<file path="config.mk">
export PLATFORM = sky130hd
export DESIGN_NAME = mem_responder
export DESIGN_NICKNAME = d
export VERILOG_FILES = /design/src/rtl/mem_responder.sv
export SDC_FILE = /design/constraint.sdc
export NUM_CORES = 1
export LEC_CHECK = 0
export CORE_ASPECT_RATIO = 0.8
export CORE_MARGIN = 2
export CORE_UTILIZATION = 50
export CTS_BUF_LIST = sky130_fd_sc_hd__clkbuf_16
export DETAILED_ROUTE_END_ITERATION = 10
export GPL_TIMING_DRIVEN = 0
export PLACE_DENSITY = 0.95
export SLEW_MARGIN = 15
export SYNTH_ARGS = -nofsm -noshare
export SYNTH_HDL_FRONTEND = slang
export SYNTH_SLANG_ARGS = --single-unit
</file>
<file path="constraint.sdc">
create_clock -name Clk -period 3.9 [get_ports Clk]
set_clock_uncertainty 0.15 [all_clocks]
set_input_delay 0.78 -clock Clk [delete_from_list [all_inputs] [get_ports Clk]]
set_output_delay 0.78 -clock Clk [all_outputs]
set_load 0.03 [all_outputs]
</file>
<file path="src/rtl/mem_responder.sv">
// Memory-side responder for the eLC-3 MIO_EN/R_W request interface.
// Runs multi-cycle accesses to an external async SRAM or to the keyboard/display
// registers in the MMIO page, then raises R until the control FSM drops MIO_EN.
module mem_responder #(
    parameter int unsigned WAIT_STATES = 2,
    parameter logic [15:0] MMIO_BASE   = 16'hFE00
) (
    input  logic        Clk,
    input  logic        Reset,
    input  logic        MIO_EN,
    input  logic        R_W,
    input  logic [15:0] MAR,
    input  logic [15:0] MDR,
    output logic [15:0] Mem_Data,
    output logic        R,
    output logic [15:0] SRAM_ADDR,
    output logic [15:0] SRAM_DQ_Out,
    input  logic [15:0] SRAM_DQ_In,
    output logic        SRAM_DQ_OE,
    output logic        SRAM_CE_N,
    output logic        SRAM_OE_N,
    output logic        SRAM_WE_N,
    input  logic        KB_Valid,
    input  logic [7:0]  KB_Data,
    input  logic        Disp_Ready,
    output logic        DDR_Valid,
    output logic [7:0]  DDR_Data
);

    localparam logic [3:0] WaitCnt = 4'(WAIT_STATES);

    typedef enum logic [1:0] {
        StIdle,
        StAccess,
        StDone
    } state_e;

    state_e      state_q;
    logic [3:0]  count_q;
    logic        rw_q;
    logic        is_mmio_q;
    logic [7:0]  mmio_off_q;
    logic [7:0]  wbyte_q;

    logic [15:0] mem_data_q;
    logic        r_q;
    logic [15:0] sram_addr_q;
    logic [15:0] sram_dq_out_q;
    logic        sram_dq_oe_q;
    logic        sram_ce_n_q;
    logic        sram_oe_n_q;
    logic        sram_we_n_q;

    logic        kbsr_rdy_q;
    logic [7:0]  kbdr_q;
    logic        dsr_rdy_q;
    logic        ddr_valid_q;
    logic [7:0]  ddr_data_q;

    logic        req_is_mmio;
    logic        mmio_exit;
    logic        kbdr_rd;
    logic        ddr_wr;
    logic [15:0] mmio_rdata;

    // Request decode and MMIO side effects, all taken at the ACCESS exit edge
    always_comb begin
        req_is_mmio = (MAR[15:8] == MMIO_BASE[15:8]);
        mmio_exit   = (state_q == StAccess) && is_mmio_q && (count_q == 4'd0);
        kbdr_rd     = mmio_exit && !rw_q && (mmio_off_q == 8'h02);
        ddr_wr      = mmio_exit && rw_q && (mmio_off_q == 8'h06);
        case (mmio_off_q)
            8'h00:   mmio_rdata = {kbsr_rdy_q, 15'b0};
            8'h02:   mmio_rdata = {8'b0, kbdr_q};
            8'h04:   mmio_rdata = {dsr_rdy_q, 15'b0};
            default: mmio_rdata = 16'h0000;
        endcase
    end

    // Access FSM with registered SRAM strobes, read data and ready
    always_ff @(posedge Clk or negedge Reset) begin
        if (!Reset) begin
            state_q       <= StIdle;
            count_q       <= 4'd0;
            rw_q          <= 1'b0;
            is_mmio_q     <= 1'b0;
            mmio_off_q    <= 8'h00;
            wbyte_q       <= 8'h00;
            mem_data_q    <= 16'h0000;
            r_q           <= 1'b0;
            sram_addr_q   <= 16'h0000;
            sram_dq_out_q <= 16'h0000;
            sram_dq_oe_q  <= 1'b0;
            sram_ce_n_q   <= 1'b1;
            sram_oe_n_q   <= 1'b1;
            sram_we_n_q   <= 1'b1;
        end else begin
            case (state_q)
                StIdle: begin
                    r_q <= 1'b0;
                    if (MIO_EN) begin
                        state_q    <= StAccess;
                        rw_q       <= R_W;
                        is_mmio_q  <= req_is_mmio;
                        mmio_off_q <= MAR[7:0];
                        wbyte_q    <= MDR[7:0];
                        if (req_is_mmio) begin
                            count_q <= 4'd0;
                        end else begin
                            count_q     <= WaitCnt;
                            sram_ce_n_q <= 1'b0;
                            sram_addr_q <= MAR;
                            if (R_W) begin
                                sram_dq_out_q <= MDR;
                                sram_dq_oe_q  <= 1'b1;
                                // WE_N stays high on the final ACCESS cycle
                                sram_we_n_q   <= (WaitCnt == 4'd0);
                            end else begin
                                sram_oe_n_q <= 1'b0;
                            end
                        end
                    end
                end
                StAccess: begin
                    if (count_q != 4'd0) begin
                        count_q <= count_q - 4'd1;
                        if (rw_q && !is_mmio_q) begin
                            sram_we_n_q <= (count_q == 4'd1);
                        end
                    end else begin
                        sram_ce_n_q  <= 1'b1;
                        sram_oe_n_q  <= 1'b1;
                        sram_we_n_q  <= 1'b1;
                        sram_dq_oe_q <= 1'b0;
                        if (!rw_q) begin
                            mem_data_q <= is_mmio_q ? mmio_rdata : SRAM_DQ_In;
                        end
                        // A requester that gave up mid-access never sees R
                        state_q <= MIO_EN ? StDone : StIdle;
                    end
                end
                StDone: begin
                    if (MIO_EN) begin
                        r_q <= 1'b1;
                    end else begin
                        r_q     <= 1'b0;
                        state_q <= StIdle;
                    end
                end
                default: begin
                    state_q <= StIdle;
                    r_q     <= 1'b0;
                end
            endcase
        end
    end

    // Keyboard status/data: a new key wins over a same-cycle KBDR read clear
    always_ff @(posedge Clk or negedge Reset) begin
        if (!Reset) begin
            kbsr_rdy_q <= 1'b0;
            kbdr_q     <= 8'h00;
        end else if (KB_Valid) begin
            kbsr_rdy_q <= 1'b1;
            kbdr_q     <= KB_Data;
        end else if (kbdr_rd) begin
            kbsr_rdy_q <= 1'b0;
        end
    end

    // Display status and data: DDR write pulses the display and clears ready
    always_ff @(posedge Clk or negedge Reset) begin
        if (!Reset) begin
            dsr_rdy_q   <= 1'b1;
            ddr_valid_q <= 1'b0;
            ddr_data_q  <= 8'h00;
        end else begin
            ddr_valid_q <= ddr_wr;
            if (ddr_wr) begin
                ddr_data_q <= wbyte_q;
                dsr_rdy_q  <= 1'b0;
            end else if (Disp_Ready) begin
                dsr_rdy_q <= 1'b1;
            end
        end
    end

    assign Mem_Data    = mem_data_q;
    assign R           = r_q;
    assign SRAM_ADDR   = sram_addr_q;
    assign SRAM_DQ_Out = sram_dq_out_q;
    assign SRAM_DQ_OE  = sram_dq_oe_q;
    assign SRAM_CE_N   = sram_ce_n_q;
    assign SRAM_OE_N   = sram_oe_n_q;
    assign SRAM_WE_N   = sram_we_n_q;
    assign DDR_Valid   = ddr_valid_q;
    assign DDR_Data    = ddr_data_q;

endmodule

</file>
==> reports/qor.txt <==
Final min period - 2.65 ns
Max-Cap Viols - 0
Syn Nets - 366
Max Slew Vio Count - 0
worst hold path depth - 2
CP endpoint kind - flop
antenna violations before repair - 0
Die ar. - 8530 um^2
IO Count - 124
GRT Util Overall - 23.0%
sequential element share of the synthesized area - 61.7%
WP data required - 3.97 ns
Chip Height - 83.0 um
die width - 103 um
yosys warns - 0
clock slew at reported path FFs - 0.06 ns
gr ovfl total - 0
CTS Buffer Depth - 2
clk_lat worst skew - 0.33 ns
Pre-antenna DRT Iters - 5
WL final - 9340 um
Placer Congestion - 0.832
post_cts resized - 0
Port-buffer cells - 122
Yosys cell types - 35
endpoints failing setup - 0
hpwl dp - 6690 um
drt wl/cell - 17.2 um
first-pass GRT wire length - 15000 um
pre-CTS WS - 0.908 ns
antenna-violating nets left - 0
setup TNS - 0 ns
Slew headroom - 57.8%
post-route cell area - 5540 um^2
Primary FF master, synth - dfrtp_1
Worst R2R Path Depth - 4
DRC viols - 0
cts bufs inserted - 9
Vias/cell - 5.26
Post-synth ARST share - 100%
CP max FO - 10
most frequent cells in the layout - clkdlybuf4s50_1, dfrtp_1, mux2_2, nand2_1, o21ai_0
PwrDens - 800 nW/um^2
CTS H-tree depth - 3
Worst Path Arrival - 2.72 ns
row count - 28
core region area - 7500 um^2
drt initial violations - 136
Leak - 2.38 nW
Starting Density - 52.0%
largest net degree at the start of global routing - 50
CTS Root Cell - clkbuf_16
Post-CTS Setup Bufs - 0
outcome - finished clean
Via Count - 2861
slew of the pin with the lowest slew margin - 0.632 ns
n_diodes - 0
worst setup margin - 1.25 ns
Hold Slack - 0.315 ns
maximum VDD drop - 0.428 mV
clock sinks - 96
post-layout net count - 500
layout cells sized above 1 - 21.2%
Highest Clock Rate - 377 MHz
cts-stage hold buffer count - 0
most common cell after layout, fill and taps aside - clkdlybuf4s50_1
number of enable flip-flop cells after synthesis - 0
synthesis-to-finish area growth - 42.1%
CTS tree - done
fin crit share - 68.0%
cells after synthesis - 301
Critical Path Start Type - input pin
RSZ-0062 raised after global routing - no
worst hold path class - flop to flop
Post-Syn Area - 3900 um^2
Post-DP Area - 5280 um^2
Yosys reg bits - 96
vias in the first global route - 3034
synthesized area per cell - 13.0 um^2
Setup CP Type - input pin to flop
Hold Vio Cnt, Final - 0
## state kept, by name, summed over array words and instances, names as in the netlist, 2 cells and up
register and flops:
Mem_Data 16, SRAM_DQ_Out 16, DDR_Data 8, count_q 4, mmio_off_q 8, kbdr_q 8
wbyte_q 8, SRAM_ADDR 16, state_q 2
## cell type report
cell class / instances / area, um^2
fill: 522 / 1960
sequential: 96 / 2410
clock inverter: 6 / 37.5
inverter: 12 / 45.0
multi-input combinational: 180 / 1400
buffer: 13 / 52.6
clock buffer: 9 / 225
tap: 105 / 131
timing repair buffer: 123 / 1250
## worst paths after layout
kind                                 start             to  slack [ns]
min in group asynchronous            Reset    Mem_Data[1]        0.32
worst min-delay path             SRAM_CE_N      SRAM_CE_N        0.31
worst max register to register  state_q[1]    DDR_Data[1]        1.56
worst max-delay path               MAR[15]  SRAM_ADDR[14]        1.25
worst min register to register   SRAM_CE_N      SRAM_CE_N        0.31
max in group asynchronous            Reset      SRAM_CE_N        2.58
## cell usage after synthesis (all sizes together), types with 3 or more instances
library cell / n / area share [%]
ha: 3 / 0.96
clkbuf: 10 / 0.96
dfrtp: 92 / 59
or3b: 9 / 2.0
dfstp: 4 / 2.7
nand2b: 10 / 1.6
nand4: 3 / 0.48
nand3: 3 / 0.51
o21ai: 20 / 2.7
mux2: 56 / 16
o211ai: 9 / 1.7
buf: 3 / 0.38
inv: 12 / 1.2
mux2i: 3 / 0.77
nor2: 7 / 0.67
nand2: 35 / 3.4
## through the flow
step                std cells  util (%)  total power, W
floorplan                 301         -         0.00281
global placement          528      70.1         0.00356
detailed placement        529      70.4         0.00364
CTS                       544      73.9         0.00446
global route              544      73.9         0.00466
finish                    544      73.9         0.00443
## kinds of logic (layout without fill, tap and decap cells)
logic type      Yosys count  after routing  share of synthesized area, %
flops                    96             96                          61.7
xor+xnor                  2              2                         0.449
compound gates           37             37                          5.87
buf+inv                  25            163                          2.50
simple gates             79             79                          11.6
mux                      59             59                          16.9
fa+ha+maj                 3              3                         0.963
## critical path: stages
cell             delay (ns)
clkdlybuf4s50_1        0.50
nand4_1                0.16
o21ai_2                0.53
buf_2                  0.37
mux2_2                 0.37
## where the power goes
group | switching [W] | leakage (nW) | internal [W] | total (W)
logic | 0.00108 | 1.09 | 0.000919 | 0.00200
clock network | 0.000358 | 0.126 | 0.000425 | 0.000783
registers | 0.000243 | 1.16 | 0.00141 | 0.00165
## metal layers
metal,up-vias,part of all wire (%),GRT usage [%]
met3,17,6.4,5.64
met5,-,0,0
met1,1429,42,29.8
li1,1305,-,-
met4,0,1.7,7.42
met2,110,50,38.2
Note: power is estimated with default switching activity, not from simulation.
